## config.mk

```make
export PLATFORM = sky130hd
export DESIGN_NAME = bram_port_initiator
export DESIGN_NICKNAME = d
export VERILOG_FILES = /design/src/rtl/bram_port_initiator.sv
export SDC_FILE = /design/constraint.sdc
export NUM_CORES = 1
export LEC_CHECK = 0
export CAP_MARGIN = 20
export CORE_MARGIN = 1.5
export CORE_UTILIZATION = 45
export CTS_BUF_LIST = sky130_fd_sc_hd__clkbuf_16
export DETAILED_ROUTE_END_ITERATION = 8
export PLACE_DENSITY = 0.89
export SYNTH_ARGS = -nofsm -noshare
export SYNTH_HDL_FRONTEND = slang
export SYNTH_SLANG_ARGS = --single-unit
```

## constraint.sdc

```tcl
create_clock -name clk -period 9.3 [get_ports clk]
set_input_delay 2.79 -clock clk [delete_from_list [all_inputs] [get_ports clk]]
set_output_delay 2.79 -clock clk [all_outputs]
set_load 0.03 [all_outputs]
```

## src/rtl/bram_port_initiator.sv

```systemverilog
// bram_port_initiator: turns a valid/ready request stream into single-port
// BRAM accesses and returns the read data on a valid/ready response stream.
// A 2-entry response buffer plus a credit check ensure that BRAM output
// data is never lost when the response side backpressures.
// Optional feature macro: BRAM_PORT_INITIATOR_WRITE_RESP_EN. When defined,
// writes also return a response (the write-first dout, acting as a write
// acknowledge) and are subject to the same credit limit as reads.
module bram_port_initiator #(
    parameter int ADDR_WIDTH = 8,
    parameter int DATA_WIDTH = 64
) (
    input  logic                  clk,
    input  logic                  rst,
    input  logic [ADDR_WIDTH-1:0] req_addr,
    input  logic [DATA_WIDTH-1:0] req_din,
    input  logic                  req_we,
    input  logic                  req_vld,
    output logic                  req_rd,
    output logic [DATA_WIDTH-1:0] resp_data,
    output logic                  resp_vld,
    input  logic                  resp_rd,
    output logic [ADDR_WIDTH-1:0] port_addr,
    output logic [DATA_WIDTH-1:0] port_din,
    input  logic [DATA_WIDTH-1:0] port_dout,
    output logic                  port_en,
    output logic                  port_we
);

    logic                  inflight_q, inflight_d;
    logic [1:0]            occ_q, occ_d;
    logic                  wr_ptr_q, wr_ptr_d;
    logic                  rd_ptr_q, rd_ptr_d;
    logic [DATA_WIDTH-1:0] mem_q [2];
    logic [DATA_WIDTH-1:0] mem_d [2];

    logic       fire;
    logic       pop;
    logic       push;
    logic       credit_ok;
    logic       resp_expected;
    logic [2:0] credit_sum;

    assign resp_vld  = (occ_q != 2'd0);
    assign resp_data = mem_q[rd_ptr_q];

    // Request handshake, credit check and combinational BRAM port drive.
    always_comb begin
        pop        = resp_vld & resp_rd;
        // pop implies occ_q >= 1, so the subtraction cannot wrap.
        credit_sum = {2'b00, inflight_q} + {1'b0, occ_q} - {2'b00, pop};
        credit_ok  = (credit_sum < 3'd2);
`ifdef BRAM_PORT_INITIATOR_WRITE_RESP_EN
        req_rd        = !rst & credit_ok;
        fire          = req_vld & req_rd;
        resp_expected = fire;
`else
        req_rd        = !rst & (req_we | credit_ok);
        fire          = req_vld & req_rd;
        resp_expected = fire & !req_we;
`endif
        port_addr = req_addr;
        port_din  = req_din;
        port_en   = fire;
        port_we   = fire & req_we;
    end

    // Next-state for the in-flight flag and the response buffer.
    always_comb begin
        // port_dout is only meaningful the cycle after an access that wants a response.
        push       = inflight_q;
        inflight_d = resp_expected;
        mem_d      = mem_q;
        wr_ptr_d   = wr_ptr_q;
        rd_ptr_d   = rd_ptr_q;
        occ_d      = occ_q;
        if (push) begin
            mem_d[wr_ptr_q] = port_dout;
            wr_ptr_d        = ~wr_ptr_q;
        end
        if (pop) begin
            rd_ptr_d = ~rd_ptr_q;
        end
        case ({push, pop})
            2'b10:   occ_d = occ_q + 2'd1;
            2'b01:   occ_d = occ_q - 2'd1;
            default: occ_d = occ_q;
        endcase
    end

    // State registers; reset also drops any read still in flight.
    always_ff @(posedge clk) begin
        if (rst) begin
            inflight_q <= 1'b0;
            occ_q      <= 2'd0;
            wr_ptr_q   <= 1'b0;
            rd_ptr_q   <= 1'b0;
            mem_q      <= '{default: '0};
        end else begin
            inflight_q <= inflight_d;
            occ_q      <= occ_d;
            wr_ptr_q   <= wr_ptr_d;
            rd_ptr_q   <= rd_ptr_d;
            mem_q      <= mem_d;
        end
    end

endmodule

```

==> flow_summary.toml, run 1 <==
[drt]
drt-initial-drc-count = 322
post-route-drc-count = 0
wl_um = 13400
first_pass_iters = 4
vias = 4738
detail-route-antenna-nets = 0
wl_per_cell_um = 14.0
drt-vias-per-instance = 4.95

[setup_path]
cpLargestDelayFamily = "buffers and inverters"
path_common_cell = "clkdlybuf4s50_1"
path_class = "input pin to output pin"
worstPathMaxFanout = 3
end_kind = "output pin"
cpPeakStageDelay_ns = 0.69
cp.arrival_ns = 5.42
crit_chain = "clkdlybuf4s50_1, o21a_1, ha_1, nand2b_1, fa_1, xnor2_1, a21oi_1, nor2_1, clkdlybuf4s50_1"
r2r_slack_ns = 7.20
path_buf_inv = 2
critical_path_depth = 9
startpoint_type = "input pin"
worstPathRequired_ns = 6.51
rr_worst_depth = 7
crit_slowest_cell = "clkdlybuf4s50_1"

[cells_and_area]
drive_above_1_share_pct = 13.1
area_growth_pct = 23.6
num-fill-cells = 1110
finalNetCount = 917
postLayoutCoreUtil_pct = 57.8

[floorplanning]
coreArea_um2 = 12800
pin_count = 281
die_height_um = 118
design.die.area_um2 = 14000
start_util_pct = 46.8
die_w_um = 118
rows = 41

[synthesis]
syn_nets = 877
syn_area_per_cell_um2 = 8.15
ys_seq_area_share_pct = 44.5
synth_ff_type = "dfxtp_1"
ys_ff_latch = 133
synth_edf_count = 0
synth_cell_type_count = 22
synthesis.instances = 733
async_flop_share_pct = 0
synth_area_um2 = 5980
yosys_warnings = 0

[timing]
finalSetupViolations = 0
fin_crit_ns = 8.21
fmax_ghz = 0.122
slew_headroom_pct = 27.7
period_share_pct = 88.3
maxSlewViolCount = 0
hold_violations = 0
setup_tns_ns = 0
final.setup_skew_ns = 0.00435
rsz0062_at_grt = "no"
worst_pin_slew_ns = 1.08

[status]
status = "finished, final reports clean"

[worst_hold_path]
hp-class = "register to register"
worstHoldPathCells = 2

[grt]
overflow = 0
met3_usage_pct = 6.27
grtUsageTotal_pct = 19.6
grt_pass1_vias = 4603
grt_max_degree = 107
grt_use_met1_pct = 22.8
use_met2_pct = 32.4
antenna_found_initial = 1
grt_first_pass_wirelength_um = 22100
busiest_layer = "met2"

[place]
dpl.hpwl_um = 8120
place.gp.congestion = 0.720
numPortBuffers = 136

[clock_tree]
post_cts_buffers = 0
postCtsHoldBufs = 0
clock-root-buffer = "clkbuf_16"
cts_sinks = 133
cts_resized = 0
cts_made_buffers = 17
path_clk_slew_ns = 0.05
cts_tree = "yes"
insertion_delay_ns = 0.40
cts_htree_levels = 4
cts_buffer_depth = 2

[job]
cap_violations = 0

[power_and_ir_drop]
power_leakage_nw = 2.59
power_density_nw_per_um2 = 226
irDropWorstVdd_mv = 0.107
-- where the power goes --
part / internal, mW / total, mW / leakage [nW] / switching [mW]
clock network: 0.413 / 0.646 / 0.287 / 0.233
registers: 0.607 / 0.636 / 1.08 / 0.0285
logic: 0.169 / 0.384 / 1.23 / 0.215
total: 1.19 / 1.67 / 2.59 / 0.477
-- layer usage --
layer  wire length (um)  share of wire, %
met1               5680                42
met2               6430                48
met3                919               6.9
met4                361               2.7
met5                  0                 0
-- kinds of logic after synthesis --
group,synth area share (%)
AND/OR/NAND/NOR,17.4
AO/OA/AOI/OAI,11.2
flip-flops,44.5
buffers and inverters,13.5
multiplexers,12.1
XOR/XNOR,0.586
adder cells (fa/ha/maj),0.754
-- layout by cell type (no fill, tap or decap), types with 2 or more instances in the layout --
cell	n
ha_1	2
clkbuf_16	17
clkinv_1	3
xnor2_1	3
a21oi_1	131
nand2b_1	2
nand2_1	258
bufinv_16	3
clkinv_2	4
clkdlybuf4s50_1	135
mux2_2	64
buf_4	7
nor2_1	5
dfxtp_1	132
inv_1	5
-- final timing paths --
check             start         end
max             resp_rd     port_en
min          mem_q[119]  mem_q[119]
max reg2reg    occ_q[1]  inflight_q
min reg2reg  mem_q[119]  mem_q[119]
-- cells in the mapped netlist, types with 2 or more instances --
| cell type | n | share of area (%) |
|---|---|---|
| mux2_2 | 64 | 12 |
| inv_1 | 3 | 0.19 |
| buf_1 | 4 | 0.25 |
| a21oi_1 | 131 | 11 |
| buf_2 | 25 | 2.1 |
| nor2_1 | 5 | 0.31 |
| dfxtp_1 | 133 | 45 |
| clkbuf_1 | 10 | 0.63 |
| nand2b_1 | 3 | 0.31 |
| buf_4 | 82 | 10 |
| xnor2_1 | 3 | 0.44 |
| ha_1 | 2 | 0.42 |
| nand2_1 | 259 | 16 |
-- stage by stage --
stage	std cells	instance area, um2	total power [mW]	hold WS (ns)	setup slack [ns]
5_1_grt	957	7380	1.75	0.466	0.941
3_3_place_gp	926	6810	1.03	0.438	1.13
2_1_floorplan	733	5980	0.957	0.433	2.12
4_1_cts	957	7380	1.68	0.452	1.08
6_report	958	7380	1.67	0.451	1.09
3_5_place_dp	926	6810	1.03	0.443	1.08
-- cell type report --
cell class | count | area, um2 | share of cell area (%)
sequential | 133 | 2660 | 36.1
multi-input combinational | 476 | 2520 | 34.1
timing repair buffer | 142 | 1400 | 19.0
clock buffer | 17 | 425 | 5.76
tap | 172 | 215 | 2.91
clock inverter | 14 | 145 | 1.97
inverter | 3 | 11.3 | 0.152
antenna | 1 | 2.50 | 0.0339
-- sequential cells by signal, summed over array words and instances (netlist names) --
register	count
wr_ptr_q	1
mem_q	128
inflight_q	1
rd_ptr_q	1
occ_q	2
-- tightest hold or removal path: stages, from the launching register on --
cell	delay, ns
dfxtp_1	0.30
nand2_1	0.05
a21oi_1	0.05
Power figures use the tool's default switching activity.
==> run 2, diff against run 1 <==
--- a/config.mk
+++ b/config.mk
@@ -10,7 +10,9 @@
 export CORE_UTILIZATION = 45
 export CTS_BUF_LIST = sky130_fd_sc_hd__clkbuf_16
 export DETAILED_ROUTE_END_ITERATION = 8
+export GPL_TIMING_DRIVEN = 0
 export PLACE_DENSITY = 0.89
 export SYNTH_ARGS = -nofsm -noshare
 export SYNTH_HDL_FRONTEND = slang
 export SYNTH_SLANG_ARGS = --single-unit
+export TNS_END_PERCENT = 1
==> flow_summary.toml, run 2 (same netlist as run 1, synthesis figures left out) <==
[grt]
grtUsageTotal_pct = 23.0
grt_first_pass_wirelength_um = 26100
grt_pass1_vias = 5478
overflow = 0
grt_max_degree = 17
antenna_found_initial = 0

[clock_tree]
cts_made_buffers = 17
path_clk_slew_ns = 0.05
cts_resized = 0
post_cts_buffers = 0
postCtsHoldBufs = 0
cts_tree = "yes"
cts_buffer_depth = 2
cts_sinks = 133
insertion_delay_ns = 0.40
clock-root-buffer = "clkbuf_16"
cts_htree_levels = 4

[setup_path]
startpoint_type = "input pin"
rr_worst_depth = 7
worstPathMaxFanout = 3
end_kind = "output pin"
rr_endpoint = "inflight_q"
cp.arrival_ns = 5.44
r2r_start = "occ_q[1]"
crit_chain = "clkdlybuf4s50_1, o21a_1, ha_1, nand2b_1, fa_1, xnor2_1, a21oi_1, nor2_1, clkdlybuf4s50_1"
cpPeakStageDelay_ns = 0.69
crit_path_end = "port_en"
worstPathRequired_ns = 6.51
critPathLaunch = "resp_rd"
crit_slowest_cell = "clkdlybuf4s50_1"
path_common_cell = "clkdlybuf4s50_1"
r2r_slack_ns = 7.29
path_class = "input pin to output pin"

[drt]
post-route-drc-count = 0
first_pass_iters = 5
detail-route-antenna-nets = 0
drt-vias-per-instance = 4.89
wl_per_cell_um = 14.2
wl_um = 16300
vias = 5594
drt-initial-drc-count = 332

[cells_and_area]
diodes = 0
area_growth_pct = 48.3
finalNetCount = 1103
drive_above_1_share_pct = 20.4
final_common_cell = "nand2_1"
largest_registers = "mem_q (128), occ_q (2)"
top_register = "mem_q"
layout_common_cells = "nand2_1, clkdlybuf4s50_1, dfxtp_1"
fin_area_um2 = 8860
num-fill-cells = 1022
largest_reg_flops = 128

[timing]
finalSetupViolations = 0
final.setup_skew_ns = 0.00614
slew_headroom_pct = 60.2
fin_crit_ns = 8.23
worst_pin_slew_ns = 0.597
period_share_pct = 88.5
fmax_ghz = 0.122
setup_tns_ns = 0
maxSlewViolCount = 0
rsz0062_at_grt = "no"
hold_violations = 0

[worst_hold_path]
hp-class = "register to register"

[job]
cap_violations = 0

[floorplanning]
rows = 41
die_w_um = 118
die_height_um = 118
start_util_pct = 46.8
design.die.area_um2 = 14000
coreArea_um2 = 12800
pin_count = 281

[place]
dpl.hpwl_um = 11700
place.gp.congestion = 0.781
numPortBuffers = 207
placed_area_um2 = 8260

[status]
status = "finished, final reports clean"

[power_and_ir_drop]
power_density_nw_per_um2 = 204
irDropWorstVdd_mv = 0.118
power_mw = 1.81
power_leakage_nw = 3.38
==> run 2: changes by cell type in the layout (fill, tap and decap cells not counted), sizes merged, moves of 3 or more <==
| cell | before | now |
|---|---|---|
| buf | 7 | 111 |
| clkbuf | 17 | 27 |
| clkdlybuf4s50 | 135 | 207 |
| clkinv | 8 | 5 |
| inv | 5 | 9 |
==> run 2: layout make-up <==
class | instances | area, um2 | area share (%)
Sequential cell | 133 | 2660 | 30.0
Clock inverter | 15 | 175 | 1.98
Tap cell | 172 | 215 | 2.43
Multi-Input combinational cell | 476 | 2510 | 28.3
Inverter | 3 | 11.3 | 0.127
Clock buffer | 17 | 425 | 4.80
Buffer | 121 | 793 | 8.95
Timing Repair Buffer | 207 | 2070 | 23.4
==> run 2: worst min path at each step <==
stage               start         end  slack, ns  cells past startpoint
5_1_grt         mem_q[17]   mem_q[17]       0.47                      2
2_1_floorplan    mem_q[0]    mem_q[0]       0.43                      2
3_3_place_gp    mem_q[33]   mem_q[33]       0.44                      2
3_5_place_dp    mem_q[17]   mem_q[17]       0.44                      2
4_1_cts         mem_q[17]   mem_q[17]       0.45                      2
6_report       mem_q[115]  mem_q[115]       0.45                      2
==> run 2: worst max-delay path, delay by kind of cell <==
family	cells	cell delay, ns
buffers and inverters	2	1.16
adder cells (fa/ha/maj)	2	0.62
AO/OA/AOI/OAI	2	0.34
AND/OR/NAND/NOR	2	0.32
XOR/XNOR	1	0.20
==> run 2: power by group <==
part	switching [mW]	internal, mW	total (mW)	leakage, nW
registers	0.0204	0.607	0.627	1.08
clock network	0.237	0.442	0.679	0.318
logic	0.276	0.227	0.503	1.99
total	0.534	1.28	1.81	3.38
==> run 2: stage by stage <==
stage	instances	util, %	hold WS (ns)	setup slack (ns)
4_1_cts	1144	69.4	0.451	1.04
3_3_place_gp	1112	64.7	0.438	1.10
3_5_place_dp	1112	64.7	0.443	1.05
2_1_floorplan	733	-	0.433	2.12
6_report	1144	69.4	0.449	1.07
5_1_grt	1144	69.4	0.470	0.952
==> run 2: layer usage <==
| metal | part of all wire [%] | wire [um] | vias to the layer above | global-route usage [%] |
|---|---|---|---|---|
| met5 | 0 | 0 | - | 0 |
| met4 | 1.1 | 172 | 0 | 6.94 |
| met3 | 6.6 | 1080 | 16 | 5.84 |
| met2 | 51 | 8240 | 232 | 40.4 |
| met1 | 42 | 6790 | 2588 | 27.4 |
| li1 | - | - | 2758 | - |
==> run 3, diff against run 2 <==
--- a/config.mk
+++ b/config.mk
@@ -15,4 +15,4 @@
 export SYNTH_ARGS = -nofsm -noshare
 export SYNTH_HDL_FRONTEND = slang
 export SYNTH_SLANG_ARGS = --single-unit
-export TNS_END_PERCENT = 1
+export TNS_END_PERCENT = 100
==> results of run 3 <==
Final layout, timing and power as in run 2 (identical DEF).
